`src/rtl/pwm_bank_pkg.sv`:
```
// Shared CSR widths, CTRL register layout and period decode for the PWM bank.
package pwm_bank_pkg;

  localparam int unsigned CSR_AW       = 5;
  localparam int unsigned CSR_DW       = 8;
  localparam int unsigned CNT_W        = 8;
  localparam int unsigned PWM_CTRL_EN  = 7;
  localparam int unsigned PWM_CTRL_INV = 6;
  localparam int unsigned MODE_MSB     = 1;
  localparam int unsigned MODE_LSB     = 0;

  typedef enum logic [1:0] {
    MODE_P256 = 2'd0,
    MODE_P128 = 2'd1,
    MODE_P64  = 2'd2,
    MODE_P32  = 2'd3
  } pwm_mode_e;

  typedef struct packed {
    logic      en;
    logic      inv;
    logic [3:0] rsvd;
    pwm_mode_e mode;
  } pwm_ctrl_t;

  // Last count value of a period (P-1) for each mode.
  function automatic logic [CNT_W-1:0] period_last(input pwm_mode_e mode);
    case (mode)
      MODE_P256: return CNT_W'(255);
      MODE_P128: return CNT_W'(127);
      MODE_P64:  return CNT_W'(63);
      default:   return CNT_W'(31);
    endcase
  endfunction

  // Reserved CTRL bits are dropped on write so they always read back as zero.
  function automatic pwm_ctrl_t ctrl_from_wdata(input logic [CSR_DW-1:0] d);
    pwm_ctrl_t c;
    c.en   = d[PWM_CTRL_EN];
    c.inv  = d[PWM_CTRL_INV];
    c.rsvd = 4'b0000;
    c.mode = pwm_mode_e'(d[MODE_MSB:MODE_LSB]);
    return c;
  endfunction

endpackage

```
`src/rtl/pwm_channel.sv`:
```
// One PWM channel: CTRL, duty shadow/active pair, period counter and registered output.
module pwm_channel
  import pwm_bank_pkg::*;
(
  input  logic              clk,
  input  logic              rst_n,
  input  logic              pwm_ce,
  input  logic              ctrl_we,
  input  logic              duty_we,
  input  logic [CSR_DW-1:0] wdata,
  output logic [CSR_DW-1:0] ctrl_rd,
  output logic [CSR_DW-1:0] duty_rd,
  output logic              pwm_out,
  output logic              pwm_en
);

  pwm_ctrl_t        ctrl_q, ctrl_d;
  logic [CNT_W-1:0] shadow_q, shadow_d;
  logic [CNT_W-1:0] active_q, active_d;
  logic [CNT_W-1:0] cnt_q, cnt_d;
  logic             pwm_out_q, pwm_out_d;

  always_ff @(posedge clk or negedge rst_n) begin
    if (!rst_n) begin
      ctrl_q    <= '0;
      shadow_q  <= '0;
      active_q  <= '0;
      cnt_q     <= '0;
      pwm_out_q <= 1'b0;
    end else begin
      ctrl_q    <= ctrl_d;
      shadow_q  <= shadow_d;
      active_q  <= active_d;
      cnt_q     <= cnt_d;
      pwm_out_q <= pwm_out_d;
    end
  end

  always_comb begin
    ctrl_d   = ctrl_q;
    shadow_d = shadow_q;
    active_d = active_q;
    cnt_d    = cnt_q;

    // Active duty only moves at the wrap, so a period never sees a mid-cycle change.
    if (ctrl_q.en) begin
      if (pwm_ce) begin
        if (cnt_q >= period_last(ctrl_q.mode)) begin
          cnt_d    = '0;
          active_d = shadow_q;
        end else begin
          cnt_d = cnt_q + CNT_W'(1);
        end
      end
    end else begin
      cnt_d = '0;
    end

    if (duty_we) begin
      shadow_d = wdata;
      if (!ctrl_q.en) begin
        active_d = wdata;
      end
    end

    // Disable clears the counter; enable restarts a full-length period from the shadow.
    if (ctrl_we) begin
      ctrl_d = ctrl_from_wdata(wdata);
      if (!ctrl_d.en || !ctrl_q.en) begin
        cnt_d = '0;
      end
      if (ctrl_d.en && !ctrl_q.en) begin
        active_d = shadow_q;
      end
    end

    pwm_out_d = ctrl_q.en && ((cnt_q < active_q) ^ ctrl_q.inv);
  end

  assign ctrl_rd = ctrl_q;
  assign duty_rd = shadow_q;
  assign pwm_out = pwm_out_q;
  assign pwm_en  = ctrl_q.en;

endmodule

```
`src/rtl/pwm_bank.sv`:
```
// NUM_CH-channel PWM controller on the CSR bus: address decode, write strobes and read mux.
module pwm_bank
  import pwm_bank_pkg::*;
#(
  parameter logic [CSR_AW-1:0] BASE_ADDR = 5'h0c,
  parameter int unsigned       NUM_CH    = 2
) (
  input  logic              clk,
  input  logic              rst_n,
  input  logic              pwm_ce,
  input  logic [CSR_AW-1:0] csr_a,
  input  logic [CSR_DW-1:0] csr_di,
  input  logic              csr_we,
  output logic [CSR_DW-1:0] csr_do,
  output logic [NUM_CH-1:0] pwm_out,
  output logic [NUM_CH-1:0] pwm_en
);

  // One extra bit so BASE_ADDR + 2*NUM_CH cannot overflow at the top of the map.
  localparam int unsigned OFF_W = CSR_AW + 1;

  logic [OFF_W-1:0]  offset_c;
  logic              in_win_c;
  logic [NUM_CH-1:0] ctrl_sel_c;
  logic [NUM_CH-1:0] duty_sel_c;
  logic [CSR_DW-1:0] ctrl_rd [NUM_CH];
  logic [CSR_DW-1:0] duty_rd [NUM_CH];

  assign offset_c = OFF_W'(csr_a) - OFF_W'(BASE_ADDR);
  assign in_win_c = (csr_a >= BASE_ADDR) && (offset_c < OFF_W'(2 * NUM_CH));

  for (genvar k = 0; k < NUM_CH; k++) begin : g_ch
    assign ctrl_sel_c[k] = in_win_c && (offset_c == OFF_W'(2 * k));
    assign duty_sel_c[k] = in_win_c && (offset_c == OFF_W'(2 * k + 1));

    pwm_channel u_ch (
      .clk     (clk),
      .rst_n   (rst_n),
      .pwm_ce  (pwm_ce),
      .ctrl_we (csr_we && ctrl_sel_c[k]),
      .duty_we (csr_we && duty_sel_c[k]),
      .wdata   (csr_di),
      .ctrl_rd (ctrl_rd[k]),
      .duty_rd (duty_rd[k]),
      .pwm_out (pwm_out[k]),
      .pwm_en  (pwm_en[k])
    );
  end

  // Read data is zero outside the window so it can be OR-combined with other slaves.
  always_comb begin
    csr_do = '0;
    for (int unsigned k = 0; k < NUM_CH; k++) begin
      if (ctrl_sel_c[k]) begin
        csr_do = ctrl_rd[k];
      end
      if (duty_sel_c[k]) begin
        csr_do = duty_rd[k];
      end
    end
  end

endmodule

```
`config.mk`:
```
export PLATFORM = sky130hd
export DESIGN_NAME = pwm_bank
export DESIGN_NICKNAME = d
export VERILOG_FILES = /design/src/rtl/pwm_bank_pkg.sv /design/src/rtl/pwm_channel.sv /design/src/rtl/pwm_bank.sv
export SDC_FILE = /design/constraint.sdc
export NUM_CORES = 1
export LEC_CHECK = 0
export CAP_MARGIN = 10
export CORE_UTILIZATION = 45
export DETAILED_ROUTE_END_ITERATION = 10
export PLACE_DENSITY_LB_ADDON = 0.12
export SYNTH_ARGS = -nofsm -noshare
export SYNTH_HDL_FRONTEND = slang
export SYNTH_SLANG_ARGS = --single-unit
```
`constraint.sdc`:
```
create_clock -name clk -period 3.5 [get_ports clk]
set_clock_uncertainty 0.15 [all_clocks]
set_input_delay 0.35 -clock clk [delete_from_list [all_inputs] [get_ports clk]]
set_output_delay 0.35 -clock clk [all_outputs]
set_load 0.03 [all_outputs]
```
==> impl_metrics.env <==
export IMPL_clk_path_buf_depth=2
export IMPL_p_sw_mw=0.5272
export IMPL_yosysTopAreaCell="dfrtp_1"
export IMPL_power_frac_comb=0.226
export IMPL_finalCritPeriodShare=0.9033
export IMPL_cts_resized=0
export IMPL_portBuffers=28
export IMPL_setup_viol=0
export IMPL_whs_ps=367.5
export IMPL_place_ws_ps=345.4
export IMPL_place_inst=431
export IMPL_slowest_delay_ps=680
export IMPL_timing_rr_start="g_ch[0].u_ch.ctrl_rd[1]"
export IMPL_power_frac_clock=0.293
export IMPL_grt_pass1_vias=2326
export IMPL_h_tree_depth=3
export IMPL_cp_slowest_cell="clkdlybuf4s50_1"
export IMPL_reg2reg_depth=7
export IMPL_worst_skew_pair_late_latency_ps=330
export IMPL_final_fill_count=633
export IMPL_async_reset_ff_frac=1.000
export IMPL_regArea_sq_mm=0.001451
export IMPL_slew_headroom=0.6338
export IMPL_cp_required_ps=3000
export IMPL_vias_per_cell=5.431
export IMPL_critical_path_endpoint_type="primary output"
export IMPL_grt_setup_unrepaired="no"
export IMPL_reg2reg_to="g_ch[0].u_ch.active_q[6]"
export IMPL_hold_viol_final=0
export IMPL_numCtsBuffers=9
export IMPL_rows=31
export IMPL_synth_seq_cells=58
export IMPL_cts_tree="done"
export IMPL_dpl_hpwl_um=5379
export IMPL_grt_pass1_wl_um=12030
export IMPL_synth_area_top_cells="dfrtp_1 42%, mux2_2 10%, ha_1 8.4%"
export IMPL_nets=384
export IMPL_path_cells="clkdlybuf4s50_1, nand2_1, ha_1, and4b_1, and2b_1, a22oi_1, nor2b_1, clkdlybuf4s50_1"
export IMPL_path_clk_slew_ps=70
export IMPL_core_area_sq_mm=0.007331
export IMPL_hp_class="input pin to asynchronous set/reset pin"
export IMPL_postRouteAntennaNets=0
export IMPL_fin_crit_ps=3162
export IMPL_syn_area_sq_mm=0.003446
export IMPL_synth_nets=356
export IMPL_cpMostUsedCell="clkdlybuf4s50_1"
export IMPL_fin_cells=448
export IMPL_die_area_sq_mm=0.008011
export IMPL_path_class="input pin to primary output"
export IMPL_initial_core_util=0.4700
export IMPL_grt_start_max_net_pins=38
export IMPL_internal_power_mw=1.279
export IMPL_drc=0
export IMPL_drt_pass1_iterations=4
export IMPL_worst_slew_pin_slew_ps=547.3
export IMPL_sw_frac_of_total=0.2918
export IMPL_die_y_um=89.51
export IMPL_routed_wl_um=7308
export IMPL_critPathLaunchType="input pin"
export IMPL_antenna_found_initial=0
export IMPL_final_cell_mix="58 x dfrtp_1, 31 x mux2_2, 27 x clkdlybuf4s50_1"
export IMPL_yosysSeqAreaShare=0.4212
export IMPL_first_iter_violations=101
export IMPL_setup_tns_ps=0
export IMPL_cts_sinks=58
export IMPL_synth_top_area_frac=0.4212
export IMPL_synth_warnings=0
export IMPL_p_per_area_mw_per_mm2=457.3
export IMPL_path_max_fanout=8
export IMPL_synth_edf_count=0
export IMPL_irDropWorstVdd_mv=0.2212
export IMPL_wire_per_inst_um=16.31
export IMPL_drive_above_1_share=0.1805
export IMPL_max_cap_viol_count=0
export IMPL_layout_commonest_cell="dfrtp_1"
export IMPL_clockRootBuffer="clkbuf_8"
export IMPL_drv_slew=0
export IMPL_io_pins=29
export IMPL_synthCells=316
export IMPL_gp_congestion=0.8098
export IMPL_status="completed"
export IMPL_synth_ff_type="dfrtp_1"
export IMPL_grt_use_total=0.2049
export IMPL_synth_area_per_cell_sq_um=10.90
export IMPL_vias=2433
export IMPL_areaGrowthSynthToFinish_pct=14.63
export IMPL_leakage_nw=1.830
export IMPL_layout_setup_ws_ps=338.4
export IMPL_fp_dieW_um=89.51
export IMPL_multiInputGateArea_sq_mm=0.001817
export IMPL_rrSetupSlack_ps=1040
export IMPL_critPathArrivalTime_ps=2660
export IMPL_fmax_mhz=316.3
export IMPL_overflow=0
export IMPL_ys_types=45
export IMPL_antenna_cells=0
export IMPL_seq_power_share=0.481
## Yosys cell counts (all sizes together) (2+ instances only)
cell type   n
xnor2       5
and4b       2
nand3       4
a22oi       4
a21oi       4
mux2i      14
nand4      11
and2        5
inv        19
o21ai       7
nor2b       8
nand2      15
and3        3
a32oi       2
ha         23
dfrtp      58
o22a       16
nor2       25
o22ai       4
a211oi      2
mux2       38
or2         2
buf        11
nand2b      6
o21a        2
o31ai       2
clkbuf      6
xor2        9
## metrics by stage
stage,util,total power [mW],area (sq um)
6_report,0.5388,1.806,3950
5_1_grt,0.5388,1.922,3950
4_1_cts,0.5388,1.825,3950
3_5_place_dp,0.5151,1.289,3776
3_3_place_gp,0.5151,1.278,3776
2_1_floorplan,-,1.164,3446
## flip-flops by register name, indices dropped and copies added (netlist names)
name,cells
g_ch.u_ch.active_q,16
g_ch.u_ch.cnt_q,16
g_ch.u_ch.ctrl_rd,6
g_ch.u_ch.duty_rd,16
g_ch.u_ch.pwm_en,2
g_ch.u_ch.pwm_out,2
## critical path: cells and delay by family
| family | cells | cell delay, ps |
|---|---|---|
| AOI/OAI and AO/OA | 1 | 90 |
| adders and majority gates | 1 | 270 |
| buffers and inverters | 2 | 1160 |
| and+or+nand+nor | 4 | 780 |
## repair_timing
action / 4_1_cts / 5_1_grt
hold endpoints to repair: 21 / 0
buffers inserted: 0 / 0
hold buffers: 1 / 0
## power groups by stage
stage	clock network, mW	logic, mW	registers (mW)
floorplan	0	0.325	0.840
global placement	0	0.399	0.879
CTS	0.545	0.411	0.869
detailed placement	0	0.409	0.880
finish	0.530	0.408	0.868
global route	0.576	0.462	0.885
## final cells by class
cell class                 count  share of cell area
clock buffer                  13             0.03769
clock inverter                 3            0.003801
inverter                      19             0.01806
multi-input combinational    222              0.4599
sequential                    58              0.3674
tap                           99             0.03136
timing repair buffer          34             0.08172
## metal layers
metal / up-vias / wire (um) / part of all wire / track usage
li1: 1187 / - / - / -
met1: 1190 / 3778 / 0.52 / 0.2973
met2: 44 / 3080 / 0.42 / 0.2942
met3: 12 / 251 / 0.034 / 0.03509
met4: 0 / 197 / 0.027 / 0.1010
met5: - / 0 / 0 / 0
## kinds of logic after synthesis
| logic type | synth area share |
|---|---|
| AOI/OAI and AO/OA | 0.1028 |
| xor gates and xnor gates | 0.03559 |
| adders and majority gates | 0.08352 |
| buffers and inverters | 0.05156 |
| DFF | 0.4212 |
| muxes | 0.1725 |
| and+or+nand+nor | 0.1329 |
## worst max-delay path by stage
stage	from	to	slack [ps]
3_3_place_gp	csr_a[3]	csr_do[4]	420
6_report	csr_a[3]	csr_do[4]	340
3_5_place_dp	csr_a[3]	csr_do[5]	350
2_1_floorplan	csr_a[3]	g_ch[1].u_ch.active_q[0]	1270
5_1_grt	csr_a[3]	csr_do[5]	170
4_1_cts	csr_a[3]	csr_do[2]	340
Power figures use the tool's default switching activity.
